[config.mk]
export PLATFORM = sky130hd
export DESIGN_NAME = vga_pattern_gen
export DESIGN_NICKNAME = d
export VERILOG_FILES = /design/src/rtl/vga_pattern_gen.sv
export SDC_FILE = /design/constraint.sdc
export NUM_CORES = 1
export LEC_CHECK = 0
export CORE_MARGIN = 2
export CORE_UTILIZATION = 60
export DETAILED_ROUTE_END_ITERATION = 7
export PLACE_DENSITY = 0.91
export SETUP_SLACK_MARGIN = 0.05
export SLEW_MARGIN = 10
export SYNTH_ARGS = -nofsm -noshare
export SYNTH_HDL_FRONTEND = slang
export SYNTH_SLANG_ARGS = --single-unit
[constraint.sdc]
create_clock -name sys_clk -period 4.3 [get_ports sys_clk]
set_clock_uncertainty 0.1 [all_clocks]
set_input_delay 0.645 -clock sys_clk [delete_from_list [all_inputs] [get_ports sys_clk]]
set_output_delay 0.645 -clock sys_clk [all_outputs]
set_load 0.01 [all_outputs]
[src/rtl/vga_pattern_gen.sv]
// RGB565 test-pattern source for a pull-style VGA driver: one pixel per data_req cycle,
// registered with one cycle of latency, selectable between bars, checkerboard, gradient, solid.
module vga_pattern_gen #(
    parameter int unsigned H_ACTIVE = 640,
    parameter int unsigned V_ACTIVE = 480,
    parameter int unsigned BAR_W    = 80
) (
    input  logic        sys_clk,
    input  logic        rst_n,
    input  logic        data_req,
    input  logic [1:0]  mode,
    input  logic [15:0] solid_color,
    input  logic        clr,
    output logic [15:0] data,
    output logic        frame_done
);

    // Counters are at least 8 bits wide so the gradient can always slice x[7:3] and y[7:2].
    localparam int unsigned XW = ($clog2(H_ACTIVE) > 8) ? $clog2(H_ACTIVE) : 8;
    localparam int unsigned YW = ($clog2(V_ACTIVE) > 8) ? $clog2(V_ACTIVE) : 8;
    localparam int unsigned SW = (BAR_W > 1) ? $clog2(BAR_W) : 1;

    localparam logic [XW-1:0] X_LAST   = XW'(H_ACTIVE - 1);
    localparam logic [YW-1:0] Y_LAST   = YW'(V_ACTIVE - 1);
    localparam logic [SW-1:0] SUB_LAST = SW'(BAR_W - 1);

    typedef enum logic [1:0] {
        ModeBars     = 2'd0,
        ModeChecker  = 2'd1,
        ModeGradient = 2'd2,
        ModeSolid    = 2'd3
    } mode_e;

    logic [XW-1:0] x_q, x_d;
    logic [YW-1:0] y_q, y_d;
    logic [SW-1:0] sub_q, sub_d;
    logic [2:0]    bar_q, bar_d;
    mode_e         mode_q, mode_d;
    logic [15:0]   solid_q, solid_d;
    logic [15:0]   data_q, data_d;
    logic          frame_done_q, frame_done_d;

    logic          frame_start;
    logic          x_last;
    logic          y_last;
    mode_e         mode_eff;
    logic [15:0]   solid_eff;
    logic [15:0]   bar_color;
    logic [15:0]   pixel;

    assign frame_start = (x_q == '0) && (y_q == '0);
    assign x_last      = (x_q == X_LAST);
    assign y_last      = (y_q == Y_LAST);

    // The first pixel of a frame uses the live inputs; everything after uses the latched copy.
    assign mode_eff  = frame_start ? mode_e'(mode) : mode_q;
    assign solid_eff = frame_start ? solid_color : solid_q;

    always_comb begin
        bar_color = 16'h0000;
        unique case (bar_q)
            3'd0: bar_color = 16'hFFFF;
            3'd1: bar_color = 16'hFFE0;
            3'd2: bar_color = 16'h07FF;
            3'd3: bar_color = 16'h07E0;
            3'd4: bar_color = 16'hF81F;
            3'd5: bar_color = 16'hF800;
            3'd6: bar_color = 16'h001F;
            3'd7: bar_color = 16'h0000;
            default: bar_color = 16'h0000;
        endcase
    end

    always_comb begin
        pixel = 16'h0000;
        unique case (mode_eff)
            ModeBars:     pixel = bar_color;
            ModeChecker:  pixel = (x_q[5] ^ y_q[5]) ? 16'hFFFF : 16'h0000;
            ModeGradient: pixel = {x_q[7:3], y_q[7:2], ~x_q[7:3]};
            ModeSolid:    pixel = solid_eff;
            default:      pixel = 16'h0000;
        endcase
    end

    always_comb begin
        x_d          = x_q;
        y_d          = y_q;
        sub_d        = sub_q;
        bar_d        = bar_q;
        mode_d       = mode_q;
        solid_d      = solid_q;
        data_d       = data_q;
        frame_done_d = 1'b0;

        if (clr) begin
            x_d   = '0;
            y_d   = '0;
            sub_d = '0;
            bar_d = '0;
        end else if (data_req) begin
            data_d       = pixel;
            frame_done_d = x_last && y_last;
            if (frame_start) begin
                mode_d  = mode_eff;
                solid_d = solid_eff;
            end
            if (x_last) begin
                x_d   = '0;
                sub_d = '0;
                bar_d = '0;
                y_d   = y_last ? '0 : y_q + YW'(1);
            end else begin
                x_d = x_q + XW'(1);
                // Bar index advances every BAR_W pixels without dividing x.
                if (sub_q == SUB_LAST) begin
                    sub_d = '0;
                    bar_d = bar_q + 3'd1;
                end else begin
                    sub_d = sub_q + SW'(1);
                end
            end
        end
    end

    always_ff @(posedge sys_clk or negedge rst_n) begin
        if (!rst_n) begin
            x_q          <= '0;
            y_q          <= '0;
            sub_q        <= '0;
            bar_q        <= '0;
            mode_q       <= ModeBars;
            solid_q      <= 16'h0000;
            data_q       <= 16'h0000;
            frame_done_q <= 1'b0;
        end else begin
            x_q          <= x_d;
            y_q          <= y_d;
            sub_q        <= sub_d;
            bar_q        <= bar_d;
            mode_q       <= mode_d;
            solid_q      <= solid_d;
            data_q       <= data_d;
            frame_done_q <= frame_done_d;
        end
    end

    assign data       = data_q;
    assign frame_done = frame_done_q;

endmodule

======== Yosys cells after proc, flatten, opt, wreduce, memory -nomap -nowiden ========
Memory sizes are Yosys's and may differ from the RTL's.
Cells that the tools add are included.
operators by class
  $add $sub $neg .......................... 4
  eq/ne operators ......................... 6
  muxes and demuxes ....................... 21
  bitwise logic cells ..................... 3
  reductions and logical operators ........ 12
operator list
  operator                                             count
  one-hot mux 16 bit (4 select lines)                  1
  2-to-1 mux 9 bit                                     4
  2-to-1 mux 16 bit                                    2
  2-to-1 mux 10 bit                                    3
  2-to-1 mux 7 bit                                     4
  2-to-1 mux 3 bit                                     4
  adder 10 x 1 -> 10 bit, second input constant        1
  equality test 10 bit, second input constant          1
  zero test 10 bit                                     1
  adder 9 x 1 -> 9 bit, second input constant          1
  equality test 9 bit, second input constant           1
  zero test 9 bit                                      1
  adder 7 x 1 -> 7 bit, second input constant          1
  equality test 7 bit, second input constant           1
  AND reduction 2 bit                                  3
  NOT 5 bit                                            1
  equality test 2 bit, second input constant           2
  nonzero test 2 bit                                   2
  adder 3 x 1 -> 3 bit, second input constant          1
  AND reduction 3 bit                                  1
  nonzero test 3 bit                                   1
  equality test 2 x 1 -> 1 bit, second input constant  1
  logical AND 1 bit                                    2
  zero test 2 bit                                      1
  4 further kinds                                      5
storage, ports and cells
  register bits ........................... 64
  ROM bits ................................ 128
  input bits .............................. 22
  output and inout port bits .............. 17
  logic and storage cells ................. 55
  memories ................................ 1
memories
  name              depth  bits a word  rd ports  clocked after memory_dff  write ports  line  source
  (name not given)  8      16           1         0                         0            61    unique case (bar_q)

======== Depth between registers and ports, before layout ========
Gate-level depths: netlist of run 1.
  depth in word-level cells ............... 5
  gate-level depth with buffers ........... 10
  depth with buffers taken out ............ 8

======== Least setup slack after synthesis of run 1 ========
Ideal clock, no wire load.
  path kind ............................... reg-to-reg
  from .................................... register y_q[0]
  to ...................................... register data_q[10], in the netlist data[10]
  library setup time ...................... 124 ps
  data arrival time ....................... 1,911 ps
  required time ........................... 4,076 ps
  slack ................................... 2,165 ps
  cell stages (with the launch flop) ...... 10
  path buffers ............................ 1
  clock period less this slack ............ 2,135 ps
  cell sequence ........................... dfrtp_1 -> inv_1 -> ha_1 -> nor4b_1 -> and3_1 -> buf_2 -> a21oi_2 -> mux2_2 -> a22oi_1 -> nand2_1
on the way
  longest elaborated chain between the ends .. 5
  elaborated cells between the ends (all ways) .. 9
  those cells by class .................... eq/ne: 3; mux: 3; reduce/logical: 3
RTL lines
  element                                            line  source
  from (decl)                                        35    logic [YW-1:0] y_q, y_d;
  from (signal assigned)                             137   y_q <= y_d;
  zero test 9 bit *                                  51    assign frame_start = (x_q == '0) && (y_q == '0);
  logical AND 1 bit *                                51
  2-to-1 mux 2 bit                                   56    assign mode_eff = frame_start ? mode_e'(mode) : mode_q;
  equality test 2 bit, or another cell as far along  76    unique case (mode_eff)
  one-hot mux 16 bit (4 select lines) *              76
  to (signal assigned)                               142   data_q <= data_d;
  to (decl)                                          40    logic [15:0] data_q, data_d;
Every way passes the cells marked *; elsewhere a longest branch is shown, timed or not.
A chain may end at the register's enable or synchronous reset.

======== Final worst setup path of run 1 ========
  from .................................... input port clr
  to ...................................... register data_q[4], in the netlist data[4]
on the way
  longest elaborated chain between the ends .. 2
RTL lines
  element                        line  source
  from (decl)                    13    input logic clr,
  NOT 1 bit (no line)            --
  AND reduction 2 bit (no line)  --
No other way between the ends.

==> run_summary.xml, run 1 <==
<?xml version="1.0" encoding="UTF-8"?>
<metrics>
  <group name="finish">
    <metric name="fill_cells" unit="">397</metric>
    <metric name="multi_input_area" unit="mm²">0.00167</metric>
    <metric name="finish.cell_count_without_fillers" unit="">429</metric>
    <metric name="antenna-diode-count" unit="">0</metric>
    <metric name="final_util" unit="%">72.7</metric>
    <metric name="final_layout_size_suffix_gt1_share" unit="%">13.7</metric>
    <metric name="final-seq-area" unit="mm²">0.00160</metric>
    <metric name="num-nets-final" unit="">380</metric>
    <metric name="area_growth" unit="%">17.2</metric>
  </group>
  <group name="placed_design">
    <metric name="portBuffers" unit="">38</metric>
    <metric name="pre_cts_ws" unit="ns">1.11</metric>
    <metric name="placed_cells" unit="">413</metric>
    <metric name="dp_hpwl" unit="µm">5360</metric>
    <metric name="gp_congestion" unit="">0.915</metric>
  </group>
  <group name="job">
    <metric name="cap_violations" unit="">0</metric>
  </group>
  <group name="clock_network">
    <metric name="clk_root_buffer_cell" unit="">clkbuf_8</metric>
    <metric name="quantity_of_hold_fixing_buffers_added_after_cts" unit="">0</metric>
    <metric name="clk_pin_slew" unit="ns">0.06</metric>
    <metric name="post_cts.repair.setup_buffers" unit="">0</metric>
    <metric name="htree_levels" unit="">3</metric>
    <metric name="cts_tree" unit="">built</metric>
    <metric name="number_of_buffers_added_by_the_clock_tree_synthesis_step" unit="">9</metric>
    <metric name="resize_count_post_cts" unit="">0</metric>
    <metric name="clock_latency_on_the_worst_skew_pair" unit="ns">0.35</metric>
    <metric name="numClockSinks" unit="">64</metric>
    <metric name="cts_max_path_buffers" unit="">2</metric>
  </group>
  <group name="global_route">
    <metric name="via_count_of_the_first_global_routing_pass" unit="">2632</metric>
    <metric name="grt_max_degree" unit="">46</metric>
    <metric name="grt_pass1_wl" unit="µm">12800</metric>
    <metric name="grtUsageTotal" unit="%">26.9</metric>
    <metric name="antenna_found_initial" unit="">0</metric>
    <metric name="grt.overflow.total" unit="">0</metric>
  </group>
  <group name="synthesis">
    <metric name="ys_seq_area_share" unit="%">47.1</metric>
    <metric name="yosys.cell_types.count" unit="">60</metric>
    <metric name="syn_area" unit="mm²">0.00340</metric>
    <metric name="syn_nets" unit="">344</metric>
    <metric name="synth.yosys.warnings" unit="">0</metric>
    <metric name="synth_commonest_cells" unit="">64 x dfrtp_1, 32 x nand2_1, 30 x nor2_1, 19 x nand3_1, 13 x xor2_1</metric>
    <metric name="synth_enable_flop_cells" unit="">0</metric>
    <metric name="postSynth.asyncResetShare" unit="%">100</metric>
    <metric name="yosys-top-cells-area" unit="">dfrtp_1 47%, mux2_4 4.4%, nand2_1 3.5%</metric>
    <metric name="synth-seq-cells" unit="">64</metric>
    <metric name="synthMostInstantiatedCell" unit="">dfrtp_1</metric>
    <metric name="synth_top_family_by_area" unit="">simple AND/OR/NAND/NOR gates</metric>
    <metric name="yosys_most_used_dff" unit="">dfrtp_1</metric>
    <metric name="synthSimpleGateAreaFrac" unit="%">18.3</metric>
    <metric name="netlist.area_leader.share" unit="%">47.1</metric>
    <metric name="yosys.area.top_type" unit="">dfrtp_1</metric>
    <metric name="yosys-mux-area-fraction" unit="%">8.32</metric>
    <metric name="synthesized_area_fraction_occupied_by_adder_cells" unit="%">2.21</metric>
    <metric name="fraction_of_the_mapped_netlist_area_in_compound_gates" unit="%">16.8</metric>
    <metric name="syn_inst" unit="">316</metric>
    <metric name="synth_xor_area_share" unit="%">3.61</metric>
    <metric name="syn_area_per_cell" unit="µm²">10.8</metric>
  </group>
  <group name="timing">
    <metric name="worst_pin_slew" unit="ns">0.989</metric>
    <metric name="post-route-worst-setup-slack" unit="ns">1.47</metric>
    <metric name="clock.fmax" unit="GHz">0.353</metric>
    <metric name="finalCriticalPeriod" unit="ns">2.83</metric>
    <metric name="maxSlewViolCount" unit="">0</metric>
    <metric name="slew_headroom" unit="%">34.1</metric>
    <metric name="timing_hold_violations_final" unit="">0</metric>
    <metric name="final_min_period_over_clock_period" unit="%">65.8</metric>
    <metric name="tns" unit="ns">0</metric>
    <metric name="setup_repair_after_global_routing_missed_its_margin" unit="">no</metric>
    <metric name="finalSetupViolCount" unit="">0</metric>
  </group>
  <group name="floorplan">
    <metric name="num_rows" unit="">27</metric>
    <metric name="core_area" unit="mm²">0.00547</metric>
    <metric name="io_pins" unit="">39</metric>
    <metric name="start_util" unit="%">62.1</metric>
    <metric name="die_width" unit="µm">79.3</metric>
    <metric name="design.die.area" unit="mm²">0.00628</metric>
    <metric name="die_height" unit="µm">79.3</metric>
  </group>
  <group name="pwr">
    <metric name="seq_power_share" unit="%">43.4</metric>
    <metric name="power-per-cell-area" unit="mW/mm²">483</metric>
    <metric name="static-leakage-power" unit="nW">1.75</metric>
    <metric name="intPower" unit="mW">1.34</metric>
    <metric name="max-vdd-ir-drop" unit="mV">0.330</metric>
    <metric name="p_comb_share" unit="%">29.2</metric>
    <metric name="power.total" unit="mW">1.92</metric>
    <metric name="power.clock.fraction" unit="%">27.4</metric>
    <metric name="switching_share" unit="%">30.3</metric>
    <metric name="net-switching-power" unit="µW">582</metric>
  </group>
  <group name="critical_path">
    <metric name="cp-start-kind" unit="">input pin</metric>
    <metric name="worst-r2r-cell-count" unit="">8</metric>
    <metric name="critical_path.endpoint_type" unit="">flip-flop</metric>
    <metric name="critical_path_class" unit="">input pin to flip-flop</metric>
    <metric name="maximum_net_fanout_on_the_critical_path" unit="">19</metric>
    <metric name="critical_path_arrival" unit="ns">2.96</metric>
    <metric name="req_time_crit_path" unit="ns">4.43</metric>
  </group>
  <group name="detailed_routing">
    <metric name="routed-via-count" unit="">2651</metric>
    <metric name="route.detailed.wl_per_inst" unit="µm">18.0</metric>
    <metric name="detail_route.iter0.violations" unit="">240</metric>
    <metric name="route.detailed.drc" unit="">0</metric>
    <metric name="wl" unit="µm">7720</metric>
    <metric name="vias_per_cell" unit="">6.18</metric>
    <metric name="drtAntennaViolNets" unit="">0</metric>
    <metric name="detail_route.first_pass.iterations" unit="">5</metric>
  </group>
  <group name="status">
    <metric name="status" unit="">completed</metric>
  </group>
  <group name="worst_hold_path">
    <metric name="worst_hold_check_path_type" unit="">input pin to async pin</metric>
  </group>
</metrics>
sequential cells by signal, summed over array words and instances (netlist names):
register / flops
y_q: 9
x_q: 10
mode_q: 2
solid_q: 16
frame_done: 1
data: 16
sub_q: 7
bar_q: 3
power by group through the flow:
stage / Clock [mW] / Combinational (mW) / Sequential, mW
after floorplan: 0 / 0.334 / 0.839
after global placement: 0 / 0.542 / 0.836
after detailed placement: 0 / 0.560 / 0.839
after CTS: 0.529 / 0.564 / 0.832
after global routing: 0.553 / 0.613 / 0.845
final: 0.526 / 0.561 / 0.834
through the flow:
| stage | area (µm²) | hold slack, ns |
|---|---|---|
| after floorplan | 3400 | 0.249 |
| after detailed placement | 3780 | 0.390 |
| final | 3980 | 0.361 |
| after global routing | 3980 | 0.427 |
| after global placement | 3780 | 0.374 |
| after CTS | 3980 | 0.391 |
cell usage in the layout (no fill, tap or decap), types with 9 or more instances in the layout:
master | synthesis | final
nand3_1 | 19 | 19
o32a_1 | 9 | 9
nor2_1 | 30 | 30
clkdlybuf4s50_1 | 0 | 37
mux2_4 | 10 | 10
dfrtp_1 | 64 | 64
nand2_1 | 32 | 32
o21ai_1 | 9 | 9
clkbuf_8 | 0 | 11
xor2_1 | 13 | 13
layout make-up:
class                      instances  area share [%]
tap                               72            2.26
clock inverter                     3            1.01
sequential                        64            40.2
multi-input combinational        229            42.0
timing repair buffer              39            9.62
clock buffer                      13            3.99
inverter                           9           0.849
critical path: stages:
cell             delay, ns
clkdlybuf4s50_1       0.75
inv_2                 0.12
nand2_1               0.55
nor2_1                0.12
a32oi_1               0.28
o21ai_1               0.19
a221o_1               0.30
layer usage:
layer  vias up  wire, µm  track usage, %
li1       1233         -               -
met1      1334      3420            36.1
met2        73      3760            42.5
met3        11       413            4.89
met4         0       128            12.9
met5         -         0               0
path summary, 6_finish.rpt:
kind,slack (ns),startpoint,end
max,1.47,clr,data[4]$_DFFE_PN0P_
min,0.36,rst_n,y_q[3]$_DFFE_PN0P_
max in group asynchronous,2.91,rst_n,x_q[9]$_DFFE_PN0P_
max reg2reg,1.74,x_q[0]$_DFFE_PN0P_,data[7]$_DFFE_PN0P_
min reg2reg,0.41,solid_q[5]$_DFFE_PN0P_,solid_q[5]$_DFFE_PN0P_
min in group sys_clk,0.41,solid_q[5]$_DFFE_PN0P_,solid_q[5]$_DFFE_PN0P_
cell families after synthesis:
family                     after synthesis
DFF                                     64
xor gates and xnor gates                14
muxes                                   22
AOI/OAI and AO/OA                       68
buffers and inverters                   23
and+or+nand+nor                        119
adders and majority gates                6
(Power assumes the default switching activity.)
==> inputs of run 2 (changes only) <==
--- a/config.mk
+++ b/config.mk
@@ -6,9 +6,9 @@
 export NUM_CORES = 1
 export LEC_CHECK = 0
 export CORE_MARGIN = 2
-export CORE_UTILIZATION = 60
+export CORE_UTILIZATION = 51
 export DETAILED_ROUTE_END_ITERATION = 7
-export PLACE_DENSITY = 0.91
+export PLACE_DENSITY = 0.82
 export SETUP_SLACK_MARGIN = 0.05
 export SLEW_MARGIN = 10
 export SYNTH_ARGS = -nofsm -noshare
==> constraint.sdc (replaced) <==
create_clock -name sys_clk -period 2.6 [get_ports sys_clk]
set_clock_uncertainty 0.1 [all_clocks]
set_input_delay 0.39 -clock sys_clk [delete_from_list [all_inputs] [get_ports sys_clk]]
set_output_delay 0.39 -clock sys_clk [all_outputs]
set_load 0.01 [all_outputs]
==> run 2 against run 1 <==
Combinational power up 68%. Critical path type is now flip-flop to flip-flop. Core utilization down 8.0 points. Via count up 3.4%.
==> run_summary.xml, run 2 (synthesis results as in run 1) <==
<?xml version="1.0" encoding="UTF-8"?>
<metrics>
  <group name="detailed_routing">
    <metric name="drtAntennaViolNets" unit="">0</metric>
    <metric name="route.detailed.drc" unit="">0</metric>
    <metric name="detail_route.iter0.violations" unit="">144</metric>
    <metric name="wl" unit="µm">8050</metric>
    <metric name="routed-via-count" unit="">2741</metric>
    <metric name="vias_per_cell" unit="">6.04</metric>
    <metric name="detail_route.first_pass.iterations" unit="">5</metric>
    <metric name="route.detailed.wl_per_inst" unit="µm">17.7</metric>
  </group>
  <group name="clock_network">
    <metric name="numClockSinks" unit="">64</metric>
    <metric name="htree_levels" unit="">3</metric>
    <metric name="post_cts.repair.setup_buffers" unit="">0</metric>
    <metric name="clock_latency_on_the_worst_skew_pair" unit="ns">0.34</metric>
    <metric name="number_of_buffers_added_by_the_clock_tree_synthesis_step" unit="">9</metric>
    <metric name="cts_max_path_buffers" unit="">2</metric>
    <metric name="clk_root_buffer_cell" unit="">clkbuf_8</metric>
    <metric name="cts_tree" unit="">built</metric>
    <metric name="clk_pin_slew" unit="ns">0.07</metric>
  </group>
  <group name="global_route">
    <metric name="via_count_of_the_first_global_routing_pass" unit="">2709</metric>
    <metric name="grt_pass1_wl" unit="µm">13600</metric>
    <metric name="grt_max_degree" unit="">32</metric>
    <metric name="grtUsageTotal" unit="%">23.5</metric>
    <metric name="grt.overflow.total" unit="">0</metric>
    <metric name="antenna_found_initial" unit="">0</metric>
  </group>
  <group name="critical_path">
    <metric name="maximum_net_fanout_on_the_critical_path" unit="">18</metric>
    <metric name="crit_slowest_cell" unit="">dfrtp_1</metric>
    <metric name="critical_path.reg2reg.endpoint" unit="">solid_q[0]$_DFFE_PN0P_</metric>
    <metric name="kind_of_cell_adding_the_most_delay_to_the_critical_path" unit="">simple AND/OR/NAND/NOR gates</metric>
    <metric name="critical_path_arrival" unit="ns">2.60</metric>
    <metric name="r2r_slack" unit="ns">0.12</metric>
    <metric name="largest_incremental_delay_on_the_critical_path" unit="ns">0.39</metric>
    <metric name="critical_path_class" unit="">flip-flop to flip-flop</metric>
    <metric name="origin_of_the_critical_flop_to_flop_path" unit="">x_q[0]$_DFFE_PN0P_</metric>
    <metric name="critical_path_buf_inv_count" unit="">1</metric>
    <metric name="worst-r2r-cell-count" unit="">7</metric>
    <metric name="cp-start-kind" unit="">flip-flop</metric>
    <metric name="critical_path.endpoint_type" unit="">flip-flop</metric>
    <metric name="crit_path_cell_trace" unit="">inv_1 &gt; ha_1 &gt; nor4b_1 &gt; and3_2 &gt; and2_4 &gt; nand2_4 &gt; mux2_1</metric>
    <metric name="req_time_crit_path" unit="ns">2.73</metric>
  </group>
  <group name="floorplan">
    <metric name="start_util" unit="%">53.2</metric>
    <metric name="die_width" unit="µm">85.6</metric>
    <metric name="num_rows" unit="">29</metric>
    <metric name="core_area" unit="mm²">0.00639</metric>
    <metric name="design.die.area" unit="mm²">0.00733</metric>
    <metric name="die_height" unit="µm">85.6</metric>
    <metric name="io_pins" unit="">39</metric>
  </group>
  <group name="worst_hold_path">
    <metric name="worst_hold_check_path_type" unit="">input pin to async pin</metric>
  </group>
  <group name="finish">
    <metric name="fill_cells" unit="">488</metric>
    <metric name="area_growth" unit="%">21.6</metric>
    <metric name="num-nets-final" unit="">400</metric>
    <metric name="finish.cell_count_without_fillers" unit="">454</metric>
    <metric name="mostFrequentLayoutCell" unit="">dfrtp_1</metric>
    <metric name="final_cell_mix" unit="">64 x dfrtp_1, 37 x clkdlybuf4s50_1, 32 x nand2_1</metric>
    <metric name="antenna-diode-count" unit="">0</metric>
    <metric name="final_layout_size_suffix_gt1_share" unit="%">18.0</metric>
    <metric name="final_util" unit="%">64.7</metric>
  </group>
  <group name="timing">
    <metric name="finalCriticalPeriod" unit="ns">2.48</metric>
    <metric name="worst_pin_slew" unit="ns">0.520</metric>
    <metric name="maxSlewViolCount" unit="">0</metric>
    <metric name="slew_headroom" unit="%">65.0</metric>
    <metric name="worst_hold_slack" unit="ns">0.364</metric>
    <metric name="timing_hold_violations_final" unit="">0</metric>
    <metric name="finalSetupViolCount" unit="">0</metric>
    <metric name="final_min_period_over_clock_period" unit="%">95.2</metric>
    <metric name="tns" unit="ns">0</metric>
    <metric name="clock.fmax" unit="GHz">0.404</metric>
    <metric name="setup_repair_after_global_routing_missed_its_margin" unit="">no</metric>
  </group>
  <group name="job">
    <metric name="cap_violations" unit="">0</metric>
  </group>
  <group name="placed_design">
    <metric name="placed_cells" unit="">437</metric>
    <metric name="dp_hpwl" unit="µm">5880</metric>
    <metric name="portBuffers" unit="">38</metric>
    <metric name="gp_congestion" unit="">0.862</metric>
  </group>
  <group name="status">
    <metric name="status" unit="">completed</metric>
  </group>
  <group name="pwr">
    <metric name="static-leakage-power" unit="nW">1.84</metric>
    <metric name="power-per-cell-area" unit="mW/mm²">742</metric>
    <metric name="max-vdd-ir-drop" unit="mV">0.591</metric>
  </group>
</metrics>
run 2: worst max-delay path by stage:
stage                                  start                     end  slack [ns]  depth (start not counted)
after floorplan           y_q[0]$_DFFE_PN0P_    data[10]$_DFFE_PN0P_        0.46                          9
final                     x_q[0]$_DFFE_PN0P_  solid_q[0]$_DFFE_PN0P_        0.12                          7
after global routing      x_q[0]$_DFFE_PN0P_  solid_q[0]$_DFFE_PN0P_        0.05                          7
after CTS                 x_q[0]$_DFFE_PN0P_  solid_q[0]$_DFFE_PN0P_        0.08                          7
after detailed placement  x_q[0]$_DFFE_PN0P_  solid_q[0]$_DFFE_PN0P_        0.13                          7
after global placement    x_q[0]$_DFFE_PN0P_  solid_q[3]$_DFFE_PN0P_        0.27                          7
run 2: per-layer routing:
layer / vias up / share of wire [%] / track usage, %
met3: 18 / 6.1 / 7.51
li1: 1276 / - / -
met2: 99 / 47 / 37.2
met4: 0 / 1.9 / 6.78
met1: 1348 / 45 / 31.2
met5: - / 0 / 0
run 2: through the flow:
step	cell area, µm²	setup slack [ns]	total power, mW
2_1_floorplan	3400	0.465	1.94
3_3_place_gp	3960	0.269	2.29
3_5_place_dp	3960	0.133	2.33
4_1_cts	4130	0.0826	3.08
5_1_grt	4130	0.0525	3.23
6_report	4130	0.125	3.07
run 2: final cells by class:
type	count	area, µm²	share of cell area (%)
inverter	9	33.8	0.817
clock buffer	13	149	3.60
timing repair buffer	59	561	13.6
multi-input combinational	229	1680	40.5
clock inverter	3	17.5	0.424
sequential	64	1600	38.7
tap	77	96.3	2.33
run 2: power by group:
part	total, mW	switching [mW]	leakage, nW	internal [mW]
sequential	1.38	0.157	0.820	1.22
combinational	0.945	0.424	0.941	0.521
clock	0.744	0.375	0.0834	0.370
total	3.07	0.956	1.84	2.11
run 2: what timing repair did:
item                                    CTS  global route
resized for setup                         0             1
hold buffers                              1             0
endpoints found under the hold margin    11             0
endpoints found under the setup margin    0            26
